<file path="src/rtl/rv32i_pkg.sv">
// Shared RV32I definitions: instruction length, field format codes and the
// major opcodes that the control unit also decodes.
package rv32i_pkg;

    localparam int ILEN = 32;

    typedef enum logic [2:0] {
        FMT_R = 3'd0,
        FMT_I = 3'd1,
        FMT_S = 3'd2,
        FMT_B = 3'd3,
        FMT_U = 3'd4,
        FMT_J = 3'd5
    } fmt_e;

    localparam logic [6:0] OP_LUI    = 7'b0110111;
    localparam logic [6:0] OP_AUIPC  = 7'b0010111;
    localparam logic [6:0] OP_JAL    = 7'b1101111;
    localparam logic [6:0] OP_JALR   = 7'b1100111;
    localparam logic [6:0] OP_BRANCH = 7'b1100011;
    localparam logic [6:0] OP_LOAD   = 7'b0000011;
    localparam logic [6:0] OP_STORE  = 7'b0100011;
    localparam logic [6:0] OP_IMM    = 7'b0010011;
    localparam logic [6:0] OP_REG    = 7'b0110011;

    typedef enum logic [1:0] {
        ST_IDLE   = 2'd0,
        ST_ENCODE = 2'd1,
        ST_WRITE  = 2'd2,
        ST_FULL   = 2'd3
    } enc_state_e;

endpackage

</file>
<file path="src/rtl/rv32i_imm_pack.sv">
// Combinational RV32I field packer. Range checks on the immediate are only
// enforced when RV32I_ENC_IMM_CHECK_EN is defined; otherwise range_ok is 1.
module rv32i_imm_pack
    import rv32i_pkg::*;
(
    input  logic [2:0]      fmt,
    input  logic [6:0]      opcode,
    input  logic [4:0]      rd,
    input  logic [4:0]      rs1,
    input  logic [4:0]      rs2,
    input  logic [2:0]      funct3,
    input  logic [6:0]      funct7,
    input  logic [31:0]     imm,
    output logic [ILEN-1:0] word,
    output logic            range_ok
);

    always_comb begin
        word = '0;
        case (fmt_e'(fmt))
            FMT_R: word = {funct7, rs2, rs1, funct3, rd, opcode};
            FMT_I: word = {imm[11:0], rs1, funct3, rd, opcode};
            FMT_S: word = {imm[11:5], rs2, rs1, funct3, imm[4:0], opcode};
            FMT_B: word = {imm[12], imm[10:5], rs2, rs1, funct3, imm[4:1], imm[11], opcode};
            FMT_U: word = {imm[31:12], rd, opcode};
            FMT_J: word = {imm[20], imm[10:1], imm[11], imm[19:12], rd, opcode};
            default: word = '0;
        endcase
    end

`ifdef RV32I_ENC_IMM_CHECK_EN
    // Signed range checks: the bits above the field must all copy its sign bit.
    always_comb begin
        range_ok = 1'b1;
        case (fmt_e'(fmt))
            FMT_I, FMT_S: range_ok = (imm[31:11] == {21{imm[11]}});
            FMT_B:        range_ok = (imm[31:12] == {20{imm[12]}}) && !imm[0];
            FMT_J:        range_ok = (imm[31:20] == {12{imm[20]}}) && !imm[0];
            FMT_U:        range_ok = (imm[11:0] == 12'd0);
            default:      range_ok = 1'b1;
        endcase
    end
`else
    assign range_ok = 1'b1;
`endif

endmodule

</file>
<file path="src/rtl/rv32i_instr_encoder.sv">
// Field-level RV32I instruction writer: accepts a field set, packs it and writes
// it to the next instruction-memory word. Optional macro: RV32I_ENC_IMM_CHECK_EN.
module rv32i_instr_encoder
    import rv32i_pkg::*;
#(
    parameter int ADDR_WIDTH = 8
) (
    input  logic                  clock,
    input  logic                  reset,
    input  logic                  in_valid,
    output logic                  in_ready,
    input  logic [2:0]            in_fmt,
    input  logic [6:0]            in_opcode,
    input  logic [4:0]            in_rd,
    input  logic [4:0]            in_rs1,
    input  logic [4:0]            in_rs2,
    input  logic [2:0]            in_funct3,
    input  logic [6:0]            in_funct7,
    input  logic [31:0]           in_imm,
    input  logic                  clear,
    output logic                  mem_we,
    output logic [ADDR_WIDTH-1:0] mem_addr,
    input  logic                  mem_ack,
    output logic [31:0]           mem_wdata,
    output logic [ADDR_WIDTH:0]   count,
    output logic                  full,
    output logic                  err,
    output logic [1:0]            fsm_state
);

    // Handshake: a field set transfers on a rising edge where in_valid and
    // in_ready are both 1; in_ready is 1 only in IDLE, outside reset and clear.

    enc_state_e state, state_next;

    logic [2:0]            f_fmt;
    logic [6:0]            f_opcode;
    logic [4:0]            f_rd, f_rs1, f_rs2;
    logic [2:0]            f_funct3;
    logic [6:0]            f_funct7;
    logic [31:0]           f_imm;
    logic [ILEN-1:0]       packed_word;
    logic                  range_ok;
    logic                  set_ok;
    logic                  accept;
    logic [ADDR_WIDTH-1:0] addr_cnt;
    logic [ADDR_WIDTH:0]   count_q;
    logic [31:0]           wdata_q;
    logic                  err_q;

    rv32i_imm_pack u_pack (
        .fmt      (f_fmt),
        .opcode   (f_opcode),
        .rd       (f_rd),
        .rs1      (f_rs1),
        .rs2      (f_rs2),
        .funct3   (f_funct3),
        .funct7   (f_funct7),
        .imm      (f_imm),
        .word     (packed_word),
        .range_ok (range_ok)
    );

    assign set_ok   = (f_fmt <= 3'd5) && range_ok;
    assign in_ready = (state == ST_IDLE) && !reset && !clear;
    assign accept   = in_valid && in_ready;

    always_ff @(posedge clock or posedge reset) begin
        if (reset) state <= ST_IDLE;
        else       state <= state_next;
    end

    always_comb begin
        state_next = state;
        case (state)
            ST_IDLE:   if (accept) state_next = ST_ENCODE;
            ST_ENCODE: state_next = set_ok ? ST_WRITE : ST_IDLE;
            ST_WRITE:  if (mem_ack) state_next = (addr_cnt == '1) ? ST_FULL : ST_IDLE;
            ST_FULL:   state_next = ST_FULL;
            default:   state_next = ST_IDLE;
        endcase
        if (clear) state_next = ST_IDLE;
    end

    always_ff @(posedge clock or posedge reset) begin
        if (reset) begin
            f_fmt    <= '0;
            f_opcode <= '0;
            f_rd     <= '0;
            f_rs1    <= '0;
            f_rs2    <= '0;
            f_funct3 <= '0;
            f_funct7 <= '0;
            f_imm    <= '0;
            wdata_q  <= '0;
            addr_cnt <= '0;
            count_q  <= '0;
            err_q    <= 1'b0;
        end else if (clear) begin
            addr_cnt <= '0;
            count_q  <= '0;
            err_q    <= 1'b0;
        end else begin
            if (accept) begin
                f_fmt    <= in_fmt;
                f_opcode <= in_opcode;
                f_rd     <= in_rd;
                f_rs1    <= in_rs1;
                f_rs2    <= in_rs2;
                f_funct3 <= in_funct3;
                f_funct7 <= in_funct7;
                f_imm    <= in_imm;
            end
            if (state == ST_ENCODE) begin
                if (set_ok) wdata_q <= packed_word;
                else        err_q   <= 1'b1;
            end
            // Address wraps to 0 naturally when the last word is written.
            if (state == ST_WRITE && mem_ack) begin
                addr_cnt <= addr_cnt + 1'b1;
                count_q  <= count_q + 1'b1;
            end
        end
    end

    assign mem_we    = (state == ST_WRITE);
    assign mem_addr  = addr_cnt;
    assign mem_wdata = wdata_q;
    assign count     = count_q;
    assign full      = (state == ST_FULL);
    assign err       = err_q;
    assign fsm_state = state;

endmodule
</file>
<file path="config.mk">
export PLATFORM = sky130hd
export DESIGN_NAME = rv32i_instr_encoder
export DESIGN_NICKNAME = d
export VERILOG_FILES = /design/src/rtl/rv32i_pkg.sv /design/src/rtl/rv32i_imm_pack.sv /design/src/rtl/rv32i_instr_encoder.sv
export SDC_FILE = /design/constraint.sdc
export NUM_CORES = 1
export LEC_CHECK = 0
export ABC_CLOCK_PERIOD_IN_PS = 4300
export CORE_AREA = 4 4 99 148
export DETAILED_ROUTE_END_ITERATION = 10
export DIE_AREA = 0 0 103 152
export GPL_TIMING_DRIVEN = 0
export PLACE_DENSITY_LB_ADDON = 0.15
export SYNTH_ARGS = -nofsm -noshare
export SYNTH_HDL_FRONTEND = slang
export SYNTH_SLANG_ARGS = --single-unit
</file>
<file path="constraint.sdc">
create_clock -name clock -period 4.3 [get_ports clock]
set_clock_uncertainty 0.05 [all_clocks]
set_input_delay 0.43 -clock clock [delete_from_list [all_inputs] [get_ports clock]]
set_output_delay 0.43 -clock clock [all_outputs]
set_load 0.01 [all_outputs]
</file>
==> impl_metrics.toml, run 1 <==
[timing]
setup_viol_count_final = 0
tightestPinTransition_ns = 0.661
fin_crit_ns = 2.38
finalHoldViolCount = 0
layout_setup_ws_ns = 1.92
maxSlewViolCount = 0
timing.setup.tns_ns = 0
hold_slack_ns = 0.430
fin_crit_sh_pct = 55.5
slew-limit-headroom_pct = 55.9
fmax_mhz = 419
rsz0062_at_grt = "false"

[run_status]
status = "completed"

[critical_path]
r2r-start = "fsm_state[1]"
cp-end-kind = "output pin"
required_ns = 3.82
startpoint = "fsm_state[1]"
crit_path_start_kind = "flop"
cp_data_arrival_time_ns = 1.90
critPathMaxFanout = 10
critPathKind = "reg -> out"

[floorplan]
ioPinCount = 127
die_h_um = 152
fp.coreArea_um2 = 13400
fp.dieW_um = 103
placementRows = 52
dieArea_um2 = 15700
start_util_pct = 39.3

[place]
numPortBuffers = 126
gp_congestion = 0.839
pre_cts_slack_ns = 1.93
dp_cells = 699
dp_hpwl_mm = 9.44

[power]
seqPwrFrac_pct = 40.6
combPwrFrac_pct = 23.9
power_switching_uw = 978
p_leak_nw = 3.22
ir_drop_mv = 0.268
power_density_nw_per_um2 = 512
intPower_mw = 2.76
total_power_mw = 3.74
p_sw_share_pct = 26.1
clock_power_share_pct = 35.5

[global_route]
grt_max_degree = 77
grt_pass1_vias = 3891
grt_remaining_overflow = 0
grt_use_met2_pct = 29.4
grt_usage_pct = 17.2
busiest_layer = "met2"
grtUsageMet3_pct = 4.59
met1_usage_pct = 20.6
antenna_found_initial = 0
grt_pass1_wl_mm = 20.6

[cells_and_area]
layout_commonest_cell = "clkdlybuf4s50_1"
drive_above_1_share_pct = 22.0
n_antenna_cell = 0
syn_to_final_growth_pct = 39.0
final_nets = 630
layout.cells.most_common_list = "126 x clkdlybuf4s50_1, 119 x dfrtp_1, 50 x mux2_2, 31 x o21ai_0, 30 x mux2_4"
final_cells = 730

[clocking]
cts.repair.resized = 0
h-tree-depth = 4
clk_latency_ns = 0.40
cts_root_buf = "clkbuf_16"
clk_path_buf_depth = 2
post_cts_buffers = 0
cts_buffers = 17
cts_tree = "done"
cts_num_sinks = 119
path_clk_slew_ns = 0.05
ctsHoldBuffers = 0

[detailed_routing]
drt-pass1-iter-count = 4
vias = 3675
wl_mm = 13.2
via_per_inst = 5.03
ant_nets = 0
drtIter0Drc = 99
drc = 0
detail_route.wl_per_cell_um = 18.0

[synth]
synthesis.nets = 484
avgSynthCellArea_um2 = 12.8
syn_inst = 410
synth_area_leaders = "dfrtp_1 57%, mux2_2 11%, mux2_4 8.6%, mux2i_1 3.0%, o21ai_0 2.9%"
yosysTopAreaCell = "dfrtp_1"
synth_area_um2 = 5260
ys_warn_count = 0
synth-edff-count = 0
synth_ff_type = "dfrtp_1"
synthArstFlopShare_pct = 100
yosysSeqAreaShare_pct = 56.6
synth_seq_cells = 119
yosysTopAreaCellShare_pct = 56.6
synth.distinct_cells = 37

[min_path]
min_from = "mem_wdata[8]"
min_path_type = "reg -> reg"

[run]
max_cap_violations = 0
-- through the flow --
stage | instance area (um^2) | utilization [%]
floorplan | 5260 | -
global placement | 6730 | 50.2
detailed placement | 6760 | 50.4
CTS | 7310 | 54.6
global route | 7310 | 54.6
finish | 7310 | 54.6
-- path summary, 6_finish.rpt --
path / depth (start not counted) / slack (ns) / to
setup / recovery: 3 / 1.92 / mem_we
hold reg to reg: 2 / 0.43 / mem_wdata[8]
min in group asynchronous: 2 / 0.45 / count[8]
max in group asynchronous: 3 / 3.04 / count[1]
setup reg to reg: 5 / 2.22 / mem_wdata[4]
hold / removal: 2 / 0.43 / mem_wdata[8]
-- cell usage after synthesis (all sizes together), types with 2 or more instances --
cell type,number
a21oi,17
a22oi,4
and2,2
and3,2
buf,14
clkbuf,12
dfrtp,119
ha,2
mux2,80
mux2i,16
nand2,30
nand3,7
nand4,5
nor2,17
nor2b,17
nor3,2
o21ai,31
o31a,6
xnor2,6
xor2,8
-- state kept, by name, summed over array words and instances, names as in the netlist --
name       count
err            1
mem_wdata     32
f_rs1          5
f_fmt          3
f_rs2          5
f_funct7       7
fsm_state      2
f_rd           5
count          9
f_funct3       3
mem_addr       8
f_opcode       7
f_imm         32
-- routing by layer --
metal	wire length, um	vias to the layer above
met2	7020	98
met1	5170	1826
li1	-	1734
met4	212	0
met5	0	-
met3	747	17
-- power groups by stage --
stage          sequential, mW  clock (mW)  combinational (mW)
6_report                 1.52        1.33               0.895
5_1_grt                  1.55        1.41               0.977
4_1_cts                  1.52        1.36               0.911
3_5_place_dp             1.54           0               0.907
3_3_place_gp             1.53           0               0.886
2_1_floorplan            1.55           0               0.445
-- worst max-delay path, cell delays in order (launching register included) --
cell and delay (ns):
dfrtp_1 0.40, clkbuf_1 0.31, nor2b_1 0.24, clkdlybuf4s50_1 0.56
-- cell type report --
type | count | area, um^2
fillers | 1195 | 6090
repair buffers | 127 | 1290
clock inverters | 10 | 105
inverters | 1 | 8.76
clock buffers | 21 | 450
multi-input cells | 264 | 2140
well taps | 162 | 203
flip-flops and latches | 119 | 2980
plain buffers | 26 | 139
-- cell families (layout without fill, tap and decap cells) --
logic type | after synthesis | in the layout | share of synthesized area [%]
and+or+nand+nor | 89 | 89 | 8.68
buffers and inverters | 27 | 185 | 2.71
xor gates and xnor gates | 14 | 14 | 2.33
muxes | 96 | 96 | 22.3
DFF | 119 | 119 | 56.6
adders and majority gates | 2 | 2 | 0.476
AOI/OAI and AO/OA | 63 | 63 | 6.90
Power figures use the tool's default switching activity.
==> inputs of run 2 (changes only) <==
- ABC_CLOCK_PERIOD_IN_PS: 4300 -> 2100
- clock period: 4.3 -> 2.1 ns (I/O delays scaled with it)
==> run 2 against run 1 <==
- cell count rose by 0.27%
- final area is 1.7% higher
- utilization rose by 0.91 points
- first-iteration DRC count is 19% lower
- sequential share of layout area fell by 0.65 points
- worst hold slack lost 0.16 ns
- register-to-register slack got worse by 2.0 ns
- power grew 110%
==> impl_metrics.toml, run 2 (same netlist as run 1, synthesis figures left out) <==
[global_route]
antenna_found_initial = 0
grt_use_met2_pct = 29.9
grt_remaining_overflow = 0
grtUsageMet3_pct = 5.00
grt_max_degree = 41
grt_usage_pct = 17.5
busiest_layer = "met2"
grt_pass1_wl_mm = 20.8
grt_pass1_vias = 3907
met1_usage_pct = 20.9

[min_path]
min_path_type = "in -> async"

[floorplan]
placementRows = 52
start_util_pct = 39.3
ioPinCount = 127
fp.dieW_um = 103
fp.coreArea_um2 = 13400
die_h_um = 152
dieArea_um2 = 15700

[detailed_routing]
via_per_inst = 5.01
drtIter0Drc = 80
vias = 3664
drt-pass1-iter-count = 5
wl_mm = 13.1
ant_nets = 0
drc = 0
detail_route.wl_per_cell_um = 18.0

[place]
dp_cells = 701
dp_hpwl_mm = 9.52
placed_area_um2 = 6790
gp_congestion = 0.835
numPortBuffers = 126

[cells_and_area]
final_nets = 631
final_cells = 732
nFillCells = 1143
n_antenna_cell = 0
fin_area_um2 = 7440
syn_to_final_growth_pct = 41.3
layout.cells.most_common_list = "125 x clkdlybuf4s50_1, 118 x dfrtp_1, 50 x mux2_2, 31 x o21ai_0, 30 x mux2_4"
drive_above_1_share_pct = 23.3
layout_commonest_cell = "clkdlybuf4s50_1"

[clocking]
post_cts_buffers = 0
clk_latency_ns = 0.41
path_clk_slew_ns = 0.05
clk_path_buf_depth = 2
cts_root_buf = "clkbuf_16"
cts_tree = "done"
ctsHoldBuffers = 0
h-tree-depth = 4
cts_num_sinks = 119
cts_buffers = 17

[critical_path]
cpLargestDelayFamily = "buffers and inverters"
cp_data_arrival_time_ns = 1.73
crit_buf_inv = 2
crit_chain = "clkbuf_4, nor2b_1, clkdlybuf4s50_1"
r2r-end = "mem_wdata[5]"
cp_slowest_cell = "clkdlybuf4s50_1"
rrSetupSlack_ns = 0.19
r2r_cells = 5
cp-end-kind = "output pin"
max_stage_delay_ns = 0.56
critPathKind = "reg -> out"
crit_path_start_kind = "flop"
critPathMaxFanout = 10
r2r-start = "f_fmt[1]"
required_ns = 1.84

[timing]
maxSlewViolCount = 0
setup_viol_count_final = 0
fin_crit_sh_pct = 94.6
slew-limit-headroom_pct = 56.8
fmax_mhz = 504
rsz0062_at_grt = "false"
fin_crit_ns = 1.99
timing.setup.tns_ns = 0
finalHoldViolCount = 0
tightestPinTransition_ns = 0.648

[power]
p_leak_nw = 3.28
ir_drop_mv = 0.625
power_density_nw_per_um2 = 1080

[run]
max_cap_violations = 0

[run_status]
status = "completed"
run 2: cell count changes in the layout (fill, tap and decap cells not counted), moves of 2 or more:
cell        previous run  this run
buf_12                 0         3
clkinvlp_4             2         4
clkinv_2               6         0
clkinv_4               0         3
clkbuf_8               1         6
clkbuf_1              15        11
run 2: power by group:
part           total, mW  switching, mW  internal, mW  leakage [nW]
clock               3.09           1.03          2.06         0.308
sequential          3.11          0.303          2.80          1.49
combinational       1.83          0.721          1.10          1.48
run 2: what timing repair did:
item | in CTS | in global routing
setup endpoints to repair | 3 | 3
hold endpoints to repair | 0 | 0
gates resized for setup | 2 | 3
run 2: area by class of cell:
class	count	area (um^2)	area share (%)
tap	162	203	2.73
inverter	1	7.51	0.101
timing repair buffer	129	1320	17.8
clock inverter	9	139	1.87
buffer	25	139	1.87
sequential	119	2980	40.1
multi-input combinational	264	2140	28.8
clock buffer	23	508	6.83
run 2: worst max-delay path by stage:
stage / startpoint / end / slack (ns) / cells past startpoint
2_1_floorplan: fsm_state[0] / f_fmt[0] / 0.28 / 6
3_3_place_gp: reset / mem_wdata[2] / -0.81 / 2
4_1_cts: fsm_state[1] / mem_we / 0.02 / 3
6_report: fsm_state[1] / mem_we / 0.11 / 3
5_1_grt: fsm_state[1] / mem_we / 0.03 / 3
3_5_place_dp: clear / mem_wdata[0] / -0.05 / 5
run 2: per-layer routing:
| metal | share of wire, % | routed length (um) |
|---|---|---|
| met5 | 0 | 0 |
| met4 | 1.1 | 146 |
| met3 | 4.8 | 631 |
| met2 | 53 | 7010 |
| met1 | 41 | 5360 |
run 2: through the flow:
| step | power (mW) | utilization [%] | hold slack (ns) | setup WS, ns |
|---|---|---|---|---|
| floorplan | 4.08 | - | 0.309 | 0.277 |
| global placement | 4.94 | 50.2 | 0.415 | -0.811 |
| detailed placement | 5.00 | 50.7 | 0.421 | -0.0482 |
| CTS | 8.14 | 55.5 | 0.269 | 0.0231 |
| global route | 8.42 | 55.5 | 0.305 | 0.0314 |
| finish | 8.03 | 55.5 | 0.270 | 0.114 |
